<file path="config.mk">
export PLATFORM = sky130hd
export DESIGN_NAME = cpu_ctrl_fsm
export DESIGN_NICKNAME = d
export VERILOG_FILES = /design/src/rtl/cpu_ctrl_fsm.sv
export SDC_FILE = /design/constraint.sdc
export NUM_CORES = 1
export LEC_CHECK = 0
export BUFFER_PORTS_ARGS = -buffer_cell sky130_fd_sc_hd__buf_2
export CORE_AREA = 2 2 39 41
export CTS_CLUSTER_DIAMETER = 120
export DETAILED_ROUTE_END_ITERATION = 10
export DIE_AREA = 0 0 41 43
export SYNTH_ARGS = -nofsm -noshare
export SYNTH_HDL_FRONTEND = slang
export SYNTH_SLANG_ARGS = --single-unit
</file>
<file path="constraint.sdc">
create_clock -name clk -period 1.2 [get_ports clk]
set_input_delay 0.24 -clock clk [delete_from_list [all_inputs] [get_ports clk]]
set_output_delay 0.24 -clock clk [all_outputs]
set_load 0.05 [all_outputs]
</file>
<file path="src/rtl/cpu_ctrl_fsm.sv">
// Multi-cycle control FSM for the 8-bit accumulator CPU.
// Optional memory timeout: define CPU_CTRL_MEM_TIMEOUT_EN.
module cpu_ctrl_fsm #(
  parameter int TIMEOUT_CYCLES = 15
) (
  input  logic       clk,
  input  logic       rst,
  input  logic [3:0] ir_opcode,
  input  logic       flag_z,
  input  logic       flag_c,
  input  logic       mem_ack,
  output logic       mem_req,
  output logic       mem_we,
  output logic       mar_sel,
  output logic       ir_load,
  output logic       pc_inc,
  output logic       pc_load,
  output logic       mdr_load,
  output logic       acc_load,
  output logic       acc_src,
  output logic [2:0] alu_op,
  output logic       out_load,
  output logic       halted,
  output logic       fault
);

  localparam logic [2:0] S_FETCH  = 3'd0;
  localparam logic [2:0] S_DECODE = 3'd1;
  localparam logic [2:0] S_MEM    = 3'd2;
  localparam logic [2:0] S_EXEC   = 3'd3;
  localparam logic [2:0] S_HALT   = 3'd4;

  localparam logic [3:0] OP_LDA = 4'h1;
  localparam logic [3:0] OP_STA = 4'h2;
  localparam logic [3:0] OP_ADD = 4'h3;
  localparam logic [3:0] OP_SUB = 4'h4;
  localparam logic [3:0] OP_AND = 4'h5;
  localparam logic [3:0] OP_OR  = 4'h6;
  localparam logic [3:0] OP_XOR = 4'h7;
  localparam logic [3:0] OP_JMP = 4'h8;
  localparam logic [3:0] OP_JZ  = 4'h9;
  localparam logic [3:0] OP_JC  = 4'hA;
  localparam logic [3:0] OP_OUT = 4'hB;
  localparam logic [3:0] OP_HLT = 4'hF;

  if (TIMEOUT_CYCLES < 1 || TIMEOUT_CYCLES > 255) begin : g_bad_timeout
    $error("TIMEOUT_CYCLES must be in 1..255");
  end

  logic [2:0] state_q, state_d;

`ifdef CPU_CTRL_MEM_TIMEOUT_EN
  localparam logic [7:0] TO_LIM = 8'(TIMEOUT_CYCLES);
  logic [7:0] wait_q, wait_d;
  logic       fault_q, fault_d;
`endif

  always_comb begin
    state_d  = state_q;
    mem_req  = 1'b0;
    mem_we   = 1'b0;
    mar_sel  = 1'b0;
    ir_load  = 1'b0;
    pc_inc   = 1'b0;
    pc_load  = 1'b0;
    mdr_load = 1'b0;
    acc_load = 1'b0;
    acc_src  = 1'b0;
    alu_op   = 3'd0;
    out_load = 1'b0;
    halted   = 1'b0;
    fault    = 1'b0;
    unique case (state_q)
      S_FETCH: begin
        mem_req = 1'b1;
        if (mem_ack) begin
          ir_load = 1'b1;
          pc_inc  = 1'b1;
          state_d = S_DECODE;
        end
      end
      S_DECODE: begin
        state_d = S_FETCH;
        case (ir_opcode)
          OP_JMP: pc_load = 1'b1;
          OP_JZ:  pc_load = flag_z;
          OP_JC:  pc_load = flag_c;
          OP_OUT: out_load = 1'b1;
          OP_HLT: state_d = S_HALT;
          OP_LDA, OP_STA, OP_ADD, OP_SUB,
          OP_AND, OP_OR, OP_XOR: state_d = S_MEM;
          default: state_d = S_FETCH;
        endcase
      end
      S_MEM: begin
        mem_req = 1'b1;
        mar_sel = 1'b1;
        mem_we  = (ir_opcode == OP_STA);
        if (mem_ack) begin
          if (ir_opcode == OP_STA) begin
            state_d = S_FETCH;
          end else if (ir_opcode == OP_LDA) begin
            mdr_load = 1'b1;
            acc_load = 1'b1;
            acc_src  = 1'b1;
            state_d  = S_FETCH;
          end else begin
            mdr_load = 1'b1;
            state_d  = S_EXEC;
          end
        end
      end
      S_EXEC: begin
        acc_load = 1'b1;
        alu_op   = ir_opcode[2:0] - 3'd3;
        state_d  = S_FETCH;
      end
      S_HALT: halted = 1'b1;
      default: state_d = S_FETCH;
    endcase

`ifdef CPU_CTRL_MEM_TIMEOUT_EN
    // an ack in the limit cycle wins over the timeout
    wait_d  = wait_q;
    fault_d = fault_q;
    if (mem_req && !mem_ack) begin
      if (wait_q == TO_LIM) begin
        state_d = S_HALT;
        fault_d = 1'b1;
      end else begin
        wait_d = wait_q + 8'd1;
      end
    end
    if (state_d != state_q) wait_d = 8'd0;
    fault = fault_q;
`endif

    if (rst) begin
      mem_req  = 1'b0;
      mem_we   = 1'b0;
      mar_sel  = 1'b0;
      ir_load  = 1'b0;
      pc_inc   = 1'b0;
      pc_load  = 1'b0;
      mdr_load = 1'b0;
      acc_load = 1'b0;
      acc_src  = 1'b0;
      alu_op   = 3'd0;
      out_load = 1'b0;
      halted   = 1'b0;
      fault    = 1'b0;
    end
  end

  always_ff @(posedge clk) begin
    if (rst) begin
      state_q <= S_FETCH;
    end else begin
      state_q <= state_d;
    end
  end

`ifdef CPU_CTRL_MEM_TIMEOUT_EN
  always_ff @(posedge clk) begin
    if (rst) begin
      wait_q  <= 8'd0;
      fault_q <= 1'b0;
    end else begin
      wait_q  <= wait_d;
      fault_q <= fault_d;
    end
  end
`endif

endmodule

</file>
## Word level (Yosys, flattened, before mapping)

Index checks and enable logic that the tools add are counted.

| word-level totals | value |
|---|---|
| register bits | 3 |
| input bits | 9 |
| output and inout bits | 15 |
| word-level logic and storage cells | 61 |

| cells by class | value |
|---|---|
| add/subtract/negate cells | 1 |
| eq/ne operators | 18 |
| mux-type cells | 36 |
| bitwise gates (word level) | 1 |
| reduce and logical (&&, ||, !) cells | 4 |

Operator list:

| kind | count |
|---|---|
| $mux 1 | 26 |
| $eq 4x4->1 const B | 5 |
| $eq 4x3->1 const B | 4 |
| $mux 3 | 4 |
| $pmux 3 s4 | 1 |
| $eq 4x2->1 const B | 2 |
| $reduce_or 7->1 | 1 |
| $eq 3x2->1 const B | 2 |
| $pmux 3 s2 | 1 |
| $eq 4x1->1 const B | 1 |
| $mux 2 | 2 |
| $ne 2x2->1 const B | 2 |
| $eq 3x1->1 const B | 1 |
| $eq 3x3->1 const B | 1 |
| $logic_not 3->1 | 1 |
| $pmux 1 s3 | 1 |
| $reduce_and 3->1 | 1 |
| $sub 3x2->3 const B | 1 |
| $pmux 1 s2 | 1 |
| $reduce_or 2->1 | 1 |
| $not 1->1 | 1 |

## Depth between registers and ports, before layout

Gate-level depths: netlist of the first run.

| depth | value |
|---|---|
| word-level depth | 6 |
| mapped depth | 5 |
| mapped depth without buffers | 5 |

## Worst setup path after synthesis of the first run

No wires, ideal clock.

| timing | value |
|---|---|
| path kind | register -> output |
| start point | register state_q[2] |
| end point | output pc_inc |
| arrival time | 2757 ps |
| setup slack | -1797 ps |
| stages on the path, launching flop included | 5 |
| path buffers | 1 |
| path through | dfxtp_1 nor3_1 nand2_1 nor2_1 buf_4 |

| between the ends | value |
|---|---|
| word-level cells in the longest chain between the ends | 3 |

Ends and longest elaborated chain:

| item | line | text |
|---|---|---|
| start: declaration | 50 | `logic [2:0] state_q, state_d;` |
| start signal: assignment | 159 | `state_q <= state_d;` |
| $logic_not 3->1 | - |  |
| $mux 1 (2 in a row) | - |  |
| end: declaration | 16 | `output logic pc_inc,` |

No other way between the ends.

## Final worst setup path of the first run

| timing | value |
|---|---|
| start point | register state_q[0] |
| end point | output acc_load |

| between the ends | value |
|---|---|
| word-level cells in the longest chain between the ends | 3 |

Ends and longest elaborated chain:

| item | line | text |
|---|---|---|
| $eq 3x2->1 | 73 | `unique case (state_q)` |
| $pmux 1 s2 (*) | 73 |  |
| $mux 1 (*) | 138 | `if (rst) begin` |
| end: declaration | 19 | `output logic acc_load,` |

Every way passes the cells marked *; elsewhere a longest branch is shown, timed or not.

==> results.json, run 1 <==
{
  "status": "finished, violations left",
  "violations": "setup timing",
  "irDropWorstVdd_mv": 0.256,
  "utilization_pct": 69.4,
  "globalRouteMet2Util_pct": 30.6,
  "synthXorXnorAreaFrac_pct": 2.22,
  "insertion_delay_ns": 0.24,
  "crit_type": "reg -> out",
  "largest_register_ffs": 3,
  "dieWidth_um": 41,
  "die_h_um": 43,
  "cp_slowest_cell": "dfxtp_2",
  "synth_top_family_by_area": "simple AND/OR/NAND/NOR gates",
  "netlist.area_leader.share_pct": 15.9,
  "regMostFlops": "state_q",
  "track_usage_pct": 16.5,
  "fin_worst_skew_ns": 0.00734,
  "period_share_pct": 136,
  "wirelength_um": 1310,
  "ys_ff_latch": 3,
  "power.density_nw_per_um2": 535,
  "drv_cap": 0,
  "clk_path_buf_depth": 2,
  "layout_commonest_cell": "buf_4",
  "cp_cell_sequence": "nor4b_4 -> nand2_2 -> o21ai_4 -> buf_6",
  "diodes": 0,
  "use_met1_pct": 16.2,
  "cts_num_sinks": 3,
  "viasPerCell": 4.73,
  "ys_types": 28,
  "drive_gt1_share_pct": 77.9,
  "rsz0062_at_grt": "yes",
  "syn_nets": 63,
  "drcViolationCount": 0,
  "syn_to_final_growth_pct": 144,
  "max_freq_mhz": 615,
  "critPathLaunchType": "register",
  "multiInputGateArea_um2": 423,
  "met3_usage_pct": 3.66,
  "grt_pass1_vias": 510,
  "design_area_um2": 961,
  "final_max_slew_viol_count": 0,
  "ys_async_sr_fraction_pct": 0,
  "yosys_warnings": 0,
  "wl_per_cell_um": 11.8,
  "setup_ws_ns": -0.427,
  "grt_start_max_net_pins": 8,
  "synth_area_per_cell_um2": 8.04,
  "rrSetupSlack_ns": -0.02,
  "worstPathArrival_ns": 1.39,
  "die_area_um2": 1760,
  "worst-path-buf-inv": 1,
  "setup_tns_ns": -4.87,
  "synth_mux_area_share_pct": 2.86,
  "reg_top3": "state_q x3",
  "ys_seq_area_share_pct": 15.2,
  "ys.flop_type": "dfxtp_1",
  "synth.cell_area_um2": 394,
  "fin_nets": 110,
  "cts_made_buffers": 3,
  "setup_viol": 15,
  "yosysTopAreaCell": "ha_1",
  "hold_path_class": "in -> reg",
  "core_um2": 1380,
  "clk_pin_slew_ns": 0.04,
  "seq_area_um2": 68.8,
  "synth_edf_count": 0,
  "row_count": 14,
  "layout_min_cycle_time_ns": 1.63,
  "dr.pass1.iters": 2,
  "synth_compound_area_share_pct": 9.84,
  "io_pins": 24,
  "grt_pass1_wl_um": 1990,
  "numPortBuffers": 22,
  "max_stage_delay_ns": 0.34,
  "top_usage_layer": "met2",
  "h-tree-depth": 1,
  "worst-path-max-fanout": 4,
  "end_kind": "output pin",
  "cts_tree": "built",
  "synth_simple_gate_area_share_pct": 45.1,
  "antenna_found_initial": 0,
  "layout_common_cells": "buf_4 (20), buf_6 (9), buf_2 (8), buf_8 (8), nor2_4 (6)",
  "critPathTopFamily": "simple AND/OR/NAND/NOR gates",
  "hold_viol": 0,
  "num_vias": 525,
  "overflow": 0,
  "first_iter_violations": 2,
  "synth.area.top_cells": "ha_1 (16%), dfxtp_1 (15%), nor2_1 (8.6%)",
  "fillers": 107,
  "gp_congestion": 0.781,
  "ant_nets": 0,
  "synth_fa_ha_area_share_pct": 15.9,
  "root_buffer": "clkbuf_4",
  "place_area_um2": 739,
  "hpwl_um": 933,
  "initial_core_util_pct": 28.5,
  "netlist_instances": 49,
  "leakage_nw": 0.430,
  "crit_required_ns": 0.96
}
## kinds of logic (layout without fill, tap and decap cells)
kind of cell             after synthesis  count (layout)
flip-flops                             3               3
multiplexers                           1               1
AND/OR/NAND/NOR                       26              26
AO/OA/AOI/OAI                          6               6
adder cells (fa/ha/maj)                5               5
other                                  1               1
XOR/XNOR                               1               1
buffers and inverters                  6              52
## timing repair
action                                  in CTS  in global routing
setup buffers                                2                  2
hold buffers                                 0                  0
gates cloned                                 0                  0
pin swaps                                    7                  3
resized for setup                           38                 11
endpoints found under the setup margin      15                 16
## metrics by stage
stage               hold slack, ns  cells  setup WS, ns  total power [mW]
floorplan                    0.316     49        -0.754             0.222
global placement             0.553    103        -0.341             0.293
detailed placement           0.560    103        -0.350             0.296
CTS                          0.377    109        -0.437             0.502
global route                 0.369    111        -0.493             0.552
finish                       0.378    111        -0.427             0.514
## layout make-up
type	count	area share, %
inverters	3	1.17
flip-flops and latches	3	7.16
well taps	16	2.08
clock buffers	4	2.73
multi-input cells	40	44.0
repair buffers	45	42.8
## worst reg2reg max path: stages (launching register included)
cell	delay [ns]
dfxtp_2	0.34
buf_4	0.15
nor3_4	0.20
nand2_2	0.10
buf_4	0.14
buf_4	0.12
a21oi_1	0.09
## layer usage
metal  up-vias  wire length [um]
met2        14               769
met3         2                56
met4         0                 6
met5         -                 0
li1        264                 -
met1       245               473
## power by group
part | switching, mW | internal, mW | total [mW]
clock network | 0.0576 | 0.125 | 0.183
logic | 0.118 | 0.106 | 0.224
registers | 0.00631 | 0.101 | 0.108
total | 0.182 | 0.332 | 0.514
## synthesized netlist by cell type (all sizes together), types with 2 or more instances
cell type  number
nor2            9
ha              5
dfxtp           3
inv             3
nor3            3
nor4b           3
a21oi           2
buf             2
nand2           2
nand3b          2
o21ai           2
## path summary, 6_finish.rpt
kind | startpoint | to | cells after the start
hold / removal | mem_ack | state_q[1] | 3
setup reg to reg | state_q[0] | state_q[0] | 6
hold reg to reg | state_q[1] | state_q[2] | 2
setup / recovery | state_q[0] | acc_load | 4
No activity file was read; power rests on OpenSTA's default activity.
==> run 2, diff against run 1 <==
--- a/config.mk
+++ b/config.mk
@@ -10,6 +10,7 @@
 export CTS_CLUSTER_DIAMETER = 120
 export DETAILED_ROUTE_END_ITERATION = 10
 export DIE_AREA = 0 0 41 43
+export RECOVER_POWER = 25
 export SYNTH_ARGS = -nofsm -noshare
 export SYNTH_HDL_FRONTEND = slang
 export SYNTH_SLANG_ARGS = --single-unit
==> run 2 against run 1 <==
Effect of this change:
- the flow still finishes with violations (setup timing)
- die area unchanged
- sequential power about the same
- core utilization down 0.18 points
- sequential share of layout area hardly changed
- wire length grew 0.15%
- combinational power is essentially flat
- via count down 0.19%
- largest cell class unchanged
- highest routed layer unchanged
==> results.json, run 2 (synthesized netlist as in run 1, its figures left out) <==
{
  "grt_start_max_net_pins": 8,
  "cts_tree": "built",
  "placed_cells": 103,
  "setup_ws_ns": -0.427,
  "end_kind": "output pin",
  "layout_commonest_cell": "buf_4",
  "grt_pass1_wl_um": 1990,
  "setup_viol": 15,
  "fin_worst_skew_ns": 0.00734,
  "syn_to_final_growth_pct": 143,
  "leakage_nw": 0.429,
  "status": "finished, violations left",
  "worst-path-max-fanout": 4,
  "die_area_um2": 1760,
  "drv_cap": 0,
  "gp_congestion": 0.781,
  "drive_gt1_share_pct": 77.9,
  "num_vias": 524,
  "first_iter_violations": 2,
  "critPathLaunchType": "register",
  "drcViolationCount": 0,
  "diodes": 0,
  "track_usage_pct": 16.5,
  "worstPathArrival_ns": 1.39,
  "wirelength_um": 1310,
  "grt_pass1_vias": 510,
  "holdBufCountCts": 0,
  "io_pins": 24,
  "hold_depth": 3,
  "hpwl_um": 933,
  "insertion_delay_ns": 0.24,
  "row_count": 14,
  "initial_core_util_pct": 28.5,
  "wl_per_cell_um": 11.8,
  "clk_path_buf_depth": 2,
  "root_buffer": "clkbuf_4",
  "reg_top3": "state_q x3",
  "cts_num_sinks": 3,
  "hold_viol": 0,
  "cp_slowest_cell": "dfxtp_2",
  "max_freq_mhz": 615,
  "fin_nets": 110,
  "largest_register_ffs": 3,
  "regMostFlops": "state_q",
  "design_area_um2": 958,
  "crit_type": "reg -> out",
  "rrSetupSlack_ns": -0.02,
  "dieWidth_um": 41,
  "dr.pass1.iters": 2,
  "rsz0062_at_grt": "yes",
  "antenna_found_initial": 0,
  "layout_min_cycle_time_ns": 1.63,
  "final_max_slew_viol_count": 0,
  "die_h_um": 43,
  "period_share_pct": 136,
  "utilization_pct": 69.3,
  "clk_pin_slew_ns": 0.04,
  "numPortBuffers": 22,
  "power.density_nw_per_um2": 535,
  "max_stage_delay_ns": 0.34,
  "crit_required_ns": 0.96,
  "cp_cell_sequence": "nor4b_4 -> nand2_2 -> o21ai_4 -> buf_6",
  "ant_nets": 0,
  "h-tree-depth": 1,
  "violations": "setup timing",
  "final_cells": 111,
  "cts_made_buffers": 3,
  "viasPerCell": 4.72,
  "place_area_um2": 739,
  "layout_common_cells": "buf_4 (19), buf_6 (9), buf_2 (8), buf_8 (8), nor2_4 (6)",
  "irDropWorstVdd_mv": 0.256,
  "core_um2": 1380,
  "overflow": 0,
  "ff2ff_path_depth": 6,
  "hold_path_class": "in -> reg"
}
-- run 2: changes by cell type in the layout (fill, tap and decap cells not counted), sizes merged --
cell	previous run	this run
clkbuf	4	5
buf	45	44
-- run 2: timing repair --
action | 4_1_cts | 5_1_grt
setup buffers | 2 | 2
endpoints found under the setup margin | 15 | 16
hold endpoints to repair | 0 | 0
pin swaps | 7 | 3
gates resized for setup | 38 | 11
-- run 2: path summary, 6_finish.rpt --
| path | startpoint | to |
|---|---|---|
| setup / recovery | state_q[0] | acc_load |
| hold / removal | mem_ack | state_q[1] |
| setup reg to reg | state_q[0] | state_q[0] |
| hold reg to reg | state_q[1] | state_q[2] |
-- run 2: final cells by class --
type                            instances  area, um^2
Fill cell                             108         425
Multi-Input combinational cell         40         423
Timing Repair Buffer                   45         409
Sequential cell                         3        68.8
Clock buffer                            4        26.3
Tap cell                               16        20.0
Inverter                                3        11.3
-- run 2: per-layer routing --
metal	GRT usage, %	vias to the layer above	part of all wire (%)
li1	-	264	-
met1	16.2	244	36
met2	30.6	14	59
met3	3.66	2	4.3
met4	6.00	0	0.46
met5	0	-	0
-- run 2: power by group --
| part | internal, mW | switching, mW |
|---|---|---|
| combinational | 0.105 | 0.118 |
| sequential | 0.101 | 0.00631 |
| clock | 0.125 | 0.0576 |
-- run 2: worst max-delay path, delay by kind of cell, from the launching register on --
kind                   cells  cell delay [ns]
AND/OR/NAND/NOR            2             0.49
flip-flops                 1             0.34
AO/OA/AOI/OAI              1             0.15
buffers and inverters      1             0.17
-- run 2: per-stage QoR --
stage | hold WS (ns) | setup slack [ns] | setup TNS [ns] | power [mW]
finish | 0.378 | -0.427 | -4.88 | 0.513
global route | 0.369 | -0.493 | -5.72 | 0.551
CTS | 0.377 | -0.437 | -4.79 | 0.502
detailed placement | 0.560 | -0.350 | -3.84 | 0.296
global placement | 0.553 | -0.341 | -3.76 | 0.293
floorplan | 0.316 | -0.754 | -5.38 | 0.222
==> run 3, diff against run 2 <==
--- a/config.mk
+++ b/config.mk
@@ -10,6 +10,7 @@
 export CTS_CLUSTER_DIAMETER = 120
 export DETAILED_ROUTE_END_ITERATION = 10
 export DIE_AREA = 0 0 41 43
+export GPL_TIMING_DRIVEN = 0
 export RECOVER_POWER = 25
 export SYNTH_ARGS = -nofsm -noshare
 export SYNTH_HDL_FRONTEND = slang
==> constraint.sdc (replaced) <==
create_clock -name clk -period 1.4 [get_ports clk]
set_input_delay 0.28 -clock clk [delete_from_list [all_inputs] [get_ports clk]]
set_output_delay 0.28 -clock clk [all_outputs]
set_load 0.05 [all_outputs]
==> run 3 against run 2 <==
Effect of this change:
- the flow still finishes with violations (setup timing)
- register-to-register slack improved by 0.28 ns
- cell area fell by 5.9%
- clock skew down 0.0011 ns
- power shrank 16%
- critical path type unchanged
- highest routed layer unchanged
==> results.json, run 3 (synthesized netlist as in run 1, its figures left out) <==
{
  "io_pins": 24,
  "syn_to_final_growth_pct": 129,
  "status": "finished, violations left",
  "seq_area_um2": 71.3,
  "design_area_um2": 902,
  "track_usage_pct": 14.5,
  "dr_wl_met2_um": 695,
  "clk_pin_slew_ns": 0.04,
  "ff2ff_path_depth": 4,
  "placed_cells": 86,
  "row_count": 14,
  "wirelength_um": 1310,
  "ant_nets": 0,
  "layout_commonest_cell": "buf_6",
  "period_share_pct": 123,
  "grt_pass1_vias": 431,
  "p_int_mw": 0.272,
  "worst-path-max-fanout": 5,
  "core_um2": 1380,
  "diodes": 0,
  "holdWs_ns": 0.398,
  "irDropWorstVdd_mv": 0.182,
  "end_kind": "output pin",
  "crit_required_ns": 1.12,
  "rsz0062_at_grt": "yes",
  "viasPerCell": 4.82,
  "layout_min_cycle_time_ns": 1.72,
  "wl_met3_um": 63,
  "cp-startpoint": "state_q[0]",
  "cts_made_buffers": 3,
  "wl_per_cell_um": 13.0,
  "crit_type": "reg -> out",
  "seq_power_share_pct": 21.7,
  "critPathLaunchType": "register",
  "place_area_um2": 609,
  "drv_cap": 0,
  "m1WireLength_um": 517,
  "swShare_pct": 36.8,
  "multiInputGateArea_um2": 434,
  "dr.pass1.iters": 2,
  "initial_core_util_pct": 28.5,
  "hold_path_class": "in -> reg",
  "setup.worst_path.end": "acc_load",
  "grt_start_max_net_pins": 9,
  "gp_congestion": 0.684,
  "r2r_end": "state_q[1]",
  "setup_viol": 14,
  "rrSetupSlack_ns": 0.26,
  "hold_viol": 0,
  "power.density_nw_per_um2": 477,
  "largest_register_ffs": 3,
  "final_cells": 101,
  "drcViolationCount": 0,
  "fin_worst_skew_ns": 0.00623,
  "hpwl_um": 820,
  "violations": "setup timing",
  "die_area_um2": 1760,
  "holdBufCountCts": 0,
  "grt_pass1_wl_um": 1720,
  "cts_tree": "built",
  "final_max_slew_viol_count": 0,
  "max_freq_mhz": 580,
  "fin_nets": 100,
  "comb_power_share_pct": 41.7,
  "fillers": 114,
  "clk_path_buf_depth": 2,
  "switchingPower_mw": 0.158,
  "setup_ws_ns": -0.323,
  "cts_num_sinks": 3,
  "dieWidth_um": 41,
  "num_vias": 487,
  "h-tree-depth": 1,
  "worstPathArrival_ns": 1.44,
  "overflow": 0,
  "die_h_um": 43,
  "antenna_found_initial": 0,
  "highest_layer": "met4",
  "root_buffer": "clkbuf_4",
  "reg2reg_from": "state_q[0]",
  "leakage_nw": 0.386,
  "first_iter_violations": 3,
  "clockPowerShare_pct": 36.5,
  "drive_gt1_share_pct": 74.1,
  "regMostFlops": "state_q",
  "layout_common_cells": "buf_6 (13), buf_4 (9), nor2_4 (6), buf_2 (6), buf_8 (6)",
  "reg_top3": "state_q x3",
  "insertion_delay_ns": 0.24,
  "numPortBuffers": 21
}
==> run 3: cell count changes in the layout (fill, tap and decap cells not counted), sizes merged <==
cell  change
buf      -10
==> run 3: timing repair <==
| action | CTS | global route |
|---|---|---|
| pin swaps | 5 | 12 |
| setup buffers | 4 | 7 |
| endpoints found under the setup margin | 13 | 13 |
| hold endpoints to repair | 0 | 0 |
| gates resized for setup | 37 | 15 |
==> run 3: area by class of cell <==
cell class	count	area share [%]
Timing Repair Buffer	32	35.0
Multi-Input combinational cell	40	48.1
Buffer	3	2.64
Sequential cell	3	7.91
Inverter	3	1.25
Tap cell	16	2.22
Clock buffer	4	2.91
==> run 3: through the flow <==
step	setup TNS, ns	total power, mW	setup slack, ns	util, %
global route	-3.23	0.446	-0.375	65.2
finish	-2.72	0.430	-0.323	65.2
floorplan	-3.26	0.190	-0.594	-
detailed placement	-2.71	0.226	-0.422	44.0
CTS	-2.47	0.407	-0.306	57.3
global placement	-2.58	0.224	-0.397	44.0
==> run 3: how the worst min path moves through the flow <==
stage	slack (ns)	cells after the start	start	endpoint
2_1_floorplan	0.36	1	rst	state_q[2]
3_3_place_gp	0.50	1	state_q[1]	state_q[2]
3_5_place_dp	0.51	1	state_q[1]	state_q[2]
4_1_cts	0.36	2	rst	state_q[2]
5_1_grt	0.42	2	rst	state_q[2]
6_report	0.40	3	ir_opcode[3]	state_q[0]
==> run 3: per-layer routing <==
metal,global-route usage [%],vias up
li1,-,241
met1,15.2,226
met2,24.4,16
met3,0.524,4
met4,12.0,0
met5,0,-
==> run 3: critical path, cell delays in order, from the launching register on <==
cell and delay, ns:
dfxtp_4 0.36, nor4b_4 0.32, nand2_2 0.17, o21ai_4 0.17, buf_6 0.17
==> run 3: power by group through the flow <==
stage	Clock [mW]	Combinational [mW]	Sequential, mW
global placement	0	0.125	0.0985
CTS	0.157	0.155	0.0956
floorplan	0	0.0925	0.0971
finish	0.157	0.179	0.0935
detailed placement	0	0.127	0.0988
global route	0.160	0.192	0.0940
